<file path="src/rtl/spi_reg_bank.sv">
// rtl/spi_reg_bank.sv - SPI byte stream to framed multi-byte register bank with read-back
module spi_reg_bank #(
    parameter  int NUM_REGS   = 16,
    parameter  int DATA_BYTES = 2,
    localparam int ADDR_W     = (NUM_REGS > 1) ? $clog2(NUM_REGS) : 1,
    localparam int REG_W      = 8 * DATA_BYTES
) (
    input  logic                      clk,
    input  logic                      rstn,
    input  logic [7:0]                byte_in,
    input  logic                      byte_valid,
    input  logic                      csn,
    output logic [7:0]                send_byte,
    output logic [NUM_REGS*REG_W-1:0] regs,
    output logic                      wr_pulse,
    output logic [ADDR_W-1:0]         wr_addr,
    output logic                      frame_err,
    output logic                      busy
);

    typedef enum logic [2:0] {
        S_IDLE,
        S_CMD,
        S_WDATA,
        S_RDATA,
        S_DRAIN
    } state_t;

    localparam int                IDX_W      = (DATA_BYTES > 1) ? $clog2(DATA_BYTES) : 1;
    localparam logic [IDX_W-1:0]  LAST_IDX   = IDX_W'(DATA_BYTES - 1);
    localparam logic [ADDR_W-1:0] LAST_ADDR  = ADDR_W'(NUM_REGS - 1);
    localparam logic [7:0]        NUM_REGS_B = 8'(NUM_REGS);
    localparam logic [7:0]        CMD_MARK   = 8'hA5;

    logic              csn_s1_q, csn_s2_q, csn_s3_q;
    logic              sync_live_q;
    logic              armed_q;
    logic              frame_start, frame_end;

    state_t            state_q, state_d;
    logic [ADDR_W-1:0] addr_q, addr_d;
    logic [IDX_W-1:0]  idx_q, idx_d;
    logic [REG_W-1:0]  asm_q, asm_d;
    logic [7:0]        send_q, send_d;
    logic              wr_pulse_q;
    logic [ADDR_W-1:0] wr_addr_q;
    logic              frame_err_q, frame_err_d;
    logic              commit;
    logic [ADDR_W-1:0] addr_inc;
    logic [REG_W-1:0]  regs_q [NUM_REGS];

    // csn synchronizer; the bank only arms once a genuinely sampled high csn has been seen,
    // so a csn still held low across reset release never looks like a new frame start
    always_ff @(posedge clk or negedge rstn) begin
        if (!rstn) begin
            csn_s1_q    <= 1'b1;
            csn_s2_q    <= 1'b1;
            csn_s3_q    <= 1'b1;
            sync_live_q <= 1'b0;
            armed_q     <= 1'b0;
        end else begin
            csn_s1_q    <= csn;
            csn_s2_q    <= csn_s1_q;
            csn_s3_q    <= csn_s2_q;
            sync_live_q <= 1'b1;
            if (sync_live_q && csn_s1_q) begin
                armed_q <= 1'b1;
            end
        end
    end

    assign frame_start = armed_q & csn_s3_q & ~csn_s2_q;
    assign frame_end   = ~csn_s3_q & csn_s2_q;
    assign addr_inc    = (addr_q == LAST_ADDR) ? '0 : addr_q + 1'b1;

    // Next-state decode: command, write assembly, read advance, frame end and reply byte
    always_comb begin
        state_d     = state_q;
        addr_d      = addr_q;
        idx_d       = idx_q;
        asm_d       = asm_q;
        commit      = 1'b0;
        frame_err_d = 1'b0;
        send_d      = 8'h00;

        case (state_q)
            S_IDLE: begin
                if (frame_start) begin
                    state_d = S_CMD;
                end
            end
            S_CMD: begin
                if (byte_valid) begin
                    if ({1'b0, byte_in[6:0]} >= NUM_REGS_B) begin
                        state_d     = S_DRAIN;
                        frame_err_d = 1'b1;
                    end else begin
                        addr_d  = byte_in[ADDR_W-1:0];
                        idx_d   = '0;
                        state_d = byte_in[7] ? S_RDATA : S_WDATA;
                    end
                end
            end
            S_WDATA: begin
                if (byte_valid) begin
                    asm_d = REG_W'({asm_q, byte_in});
                    if (idx_q == LAST_IDX) begin
                        commit = 1'b1;
                        addr_d = addr_inc;
                        idx_d  = '0;
                    end else begin
                        idx_d = idx_q + 1'b1;
                    end
                end
            end
            S_RDATA: begin
                if (byte_valid) begin
                    if (idx_q == LAST_IDX) begin
                        addr_d = addr_inc;
                        idx_d  = '0;
                    end else begin
                        idx_d = idx_q + 1'b1;
                    end
                end
            end
            S_DRAIN: begin
                state_d = S_DRAIN;
            end
            default: begin
                state_d = S_IDLE;
            end
        endcase

        // A byte landing with the frame-end edge is processed first; only a leftover partial word errs
        if (frame_end && state_q != S_IDLE) begin
            if (state_q == S_WDATA && idx_d != '0) begin
                frame_err_d = 1'b1;
            end
            state_d = S_IDLE;
        end

        if (state_d == S_CMD) begin
            send_d = CMD_MARK;
        end else if (state_d == S_RDATA) begin
            send_d = 8'(regs_q[addr_d] >> (8 * (DATA_BYTES - 1 - int'(idx_d))));
        end
    end

    // Control state and registered strobes
    always_ff @(posedge clk or negedge rstn) begin
        if (!rstn) begin
            state_q     <= S_IDLE;
            addr_q      <= '0;
            idx_q       <= '0;
            asm_q       <= '0;
            send_q      <= 8'h00;
            wr_pulse_q  <= 1'b0;
            wr_addr_q   <= '0;
            frame_err_q <= 1'b0;
        end else begin
            state_q     <= state_d;
            addr_q      <= addr_d;
            idx_q       <= idx_d;
            asm_q       <= asm_d;
            send_q      <= send_d;
            wr_pulse_q  <= commit;
            frame_err_q <= frame_err_d;
            if (commit) begin
                wr_addr_q <= addr_q;
            end
        end
    end

    // Register array; a completed word lands at the address it was started on
    always_ff @(posedge clk or negedge rstn) begin
        if (!rstn) begin
            for (int i = 0; i < NUM_REGS; i++) begin
                regs_q[i] <= '0;
            end
        end else if (commit) begin
            regs_q[addr_q] <= asm_d;
        end
    end

    for (genvar g = 0; g < NUM_REGS; g++) begin : g_flat
        assign regs[g*REG_W +: REG_W] = regs_q[g];
    end

    assign send_byte = send_q;
    assign wr_pulse  = wr_pulse_q;
    assign wr_addr   = wr_addr_q;
    assign frame_err = frame_err_q;
    assign busy      = (state_q != S_IDLE);

endmodule

</file>
<file path="config.mk">
export PLATFORM = sky130hd
export DESIGN_NAME = spi_reg_bank
export DESIGN_NICKNAME = d
export VERILOG_FILES = /design/src/rtl/spi_reg_bank.sv
export SDC_FILE = /design/constraint.sdc
export NUM_CORES = 1
export LEC_CHECK = 0
export ABC_AREA = 1
export CAP_MARGIN = 20
export CELL_PAD_IN_SITES_DETAIL_PLACEMENT = 0
export CELL_PAD_IN_SITES_GLOBAL_PLACEMENT = 2
export CORE_AREA = 2 2 250 178
export CTS_CLUSTER_DIAMETER = 60
export DETAILED_ROUTE_END_ITERATION = 8
export DIE_AREA = 0 0 252 180
export PLACE_DENSITY_LB_ADDON = 0.25
export SLEW_MARGIN = 20
export SYNTH_ARGS = -nofsm -noshare
export SYNTH_HDL_FRONTEND = slang
export SYNTH_SLANG_ARGS = --single-unit
export TNS_END_PERCENT = 50
</file>
<file path="constraint.sdc">
create_clock -name clk -period 4.1 [get_ports clk]
set_clock_uncertainty 0.15 [all_clocks]
set_input_delay 1.23 -clock clk [delete_from_list [all_inputs] [get_ports clk]]
set_output_delay 1.23 -clock clk [all_outputs]
set_load 0.005 [all_outputs]
</file>
==> metrics.txt <==
status complete, no violations; Reg clk slew, reported paths 0.06 ns; Slew Viols, Final 0; Total Wirelength 54.8 mm; CP Class in -> reg; Final min period 3.69 ns; Final nets 1946; Worst Tran Pin Value 0.913 ns; Unique masters post-synth 35; Max-cap violations 0; GRT busiest layer met2; initial core utilization 31.7%; CTS root buf clkbuf_16; final instance area 18600 um2; total CTS buffers 36; 1st-iter DRT viols 1124; crit share post-route 89.9%; critical-path maximum fanout 66; DR vias 12800; Synthesis Warnings 0; Primary FF master, synth dfrtp_1; die width 252 um; Pwr Density 734 nW/um2; share of layout cells above drive strength 1 8.70%; Synth Net Count 1679; CTS tree built; worst relative slew slack 39.1%; startpoint types input port; met1 usage 34.9%; Synth area leader dfrtp_1; largest net degree at the start of global routing 84; final hold slack 0.226 ns; most common cell in the synthesized netlist nand2_1; maximum vdd drop 0.489 mV; core area 43100 um2; overall power 13700 uW; CTS Sinks 299; kind of end point of the critical path register; Synth Register Bits 299; vias in the first global route 12500; sequential share of the synthesized area 54.8%; Rows 64; drt drc 0; leakage 0.00833 uW; initial antenna violation count 0; CTS Buffer Depth 3; ant diodes 0; GR Util met2 38.2%; Final Hold Violating Endpoints 0; Worst Path Required 4.34 ns; Synth Cell Area 13700 um2; CTS H-tree depth 2; Avg Inst Size Synth 8.22 um2; antenna-violating nets left 0; unrepaired setup endpoints after global routing false; # resized after CTS 0; Post-synth EDFFs 0; met3 Usage GRT 3.16%; DPL Wire Length 38.8 mm; Pre-antenna DRT Iters 5; Post-CTS Setup Inserts 0; maximum clock rate 0.271 GHz; vias per cell 5.07; Post-DP Area 17400 um2; worst path arrival time 3.93 ns; Total GRT Usage 24.2%; top post-synthesis cells by count nand2_1, dfrtp_1, nand3_1, nor2_1, a21oi_1; Routed WL per cell 21.8 um; ys async rst share 100%; worst hold-check path type reg -> reg; IO Pins 283; first-pass GRT wire length 82.9 mm; die area 45400 um2; PortBufs 282; GP Congestion 0.881; final setup vio count 0; area delta synth->final 36.1%; Hold-fix buffers, CTS 0; Chip Height 180 um; grt total ovfl 0; Clk Latency, worst-skew pair 0.53 ns; Cells after Synth 1662; Synth top area share 54.2%; top cells by area, synth dfrtp_1, nand3_1, nand2_1; final setup TNS 0 ns
## where the power goes
part           internal [uW]  total [uW]  switching, uW
Sequential              3460        3970            505
Clock                   2090        3390           1300
Combinational           2250        6300           4050
## state kept, by name, summed over array words and instances (netlist names)
register / count
wr_addr: 4
idx_q: 1
addr_q: 4
asm_q: 16
sync_live_q: 1
regs: 256
csn_s1_q: 1
send_byte: 8
csn_s2_q: 1
armed_q: 1
frame_err: 1
wr_pulse: 1
state_q: 3
csn_s3_q: 1
## metal layers
metal,vias up,wire (um)
met5,-,0
met4,0,1500
met3,82,2900
met2,400,25100
met1,6214,25300
li1,6058,-
## cells by family after synthesis
| logic type | Yosys count | share of synthesized area, % |
|---|---|---|
| simple gates | 828 | 25.6 |
| fa+ha+maj | 5 | 0.458 |
| compound gates | 319 | 12.5 |
| other cells | 1 | 0.0274 |
| flops | 299 | 54.8 |
| buf+inv | 210 | 6.67 |
## area by class of cell
class | count | area (um2)
repair buffers | 352 | 3530
fillers | 4334 | 24500
inverters | 87 | 327
clock buffers | 52 | 1080
well taps | 561 | 702
multi-input cells | 1153 | 5310
flip-flops and latches | 299 | 7490
clock inverters | 12 | 168
## path summary, 6_finish.rpt
path,startpoint,endpoint,slack (ns),depth (start not counted)
max reg2reg,addr_q[0],send_byte[4],1.16,14
min reg2reg,csn_s2_q,csn_s3_q,0.23,0
min in group asynchronous,rstn,regs[19],0.54,1
min,csn_s2_q,csn_s3_q,0.23,0
max in group asynchronous,rstn,regs[23],2.25,2
max,byte_valid,send_byte[4],0.41,15
## placed cells by master, fill, tap and decap left out, drive strengths merged
cell type | netlist | routed
a21o | 1 | 1
o31ai | 1 | 1
bufinv | 0 | 4
clkdlybuf4s50 | 0 | 281
o311ai | 1 | 1
o21ai | 88 | 88
nor2 | 231 | 231
clkinv | 1 | 7
dfstp | 3 | 3
o22ai | 2 | 2
dfrtp | 296 | 296
o2111ai | 1 | 1
ha | 5 | 5
conb | 1 | 1
buf | 69 | 71
a21oi | 200 | 200
inv | 86 | 88
nand3 | 283 | 283
nand4 | 2 | 2
nand2 | 311 | 311
nor3 | 1 | 1
clkbuf | 54 | 52
o211ai | 25 | 25
## per-stage QoR
stage	cells	setup WS, ns	util [%]
floorplan	1662	1.13	-
global placement	2452	-0.124	40.3
detailed placement	2452	-0.0685	40.3
CTS	2516	0.467	43.2
global route	2516	0.248	43.2
finish	2516	0.413	43.2
## worst max-delay path: stages
cell,delay [ns]
clkdlybuf4s50_1,0.62
nand2_1,0.22
inv_2,0.06
nand2_1,0.07
nand2_1,0.06
a21oi_2,0.14
nand2_2,0.10
nand2_4,0.13
buf_12,0.31
buf_4,0.24
o211ai_1,0.09
nand3_1,0.11
nand3_1,0.07
a21oi_1,0.33
nor2_1,0.09
Power figures use the tool's default switching activity.
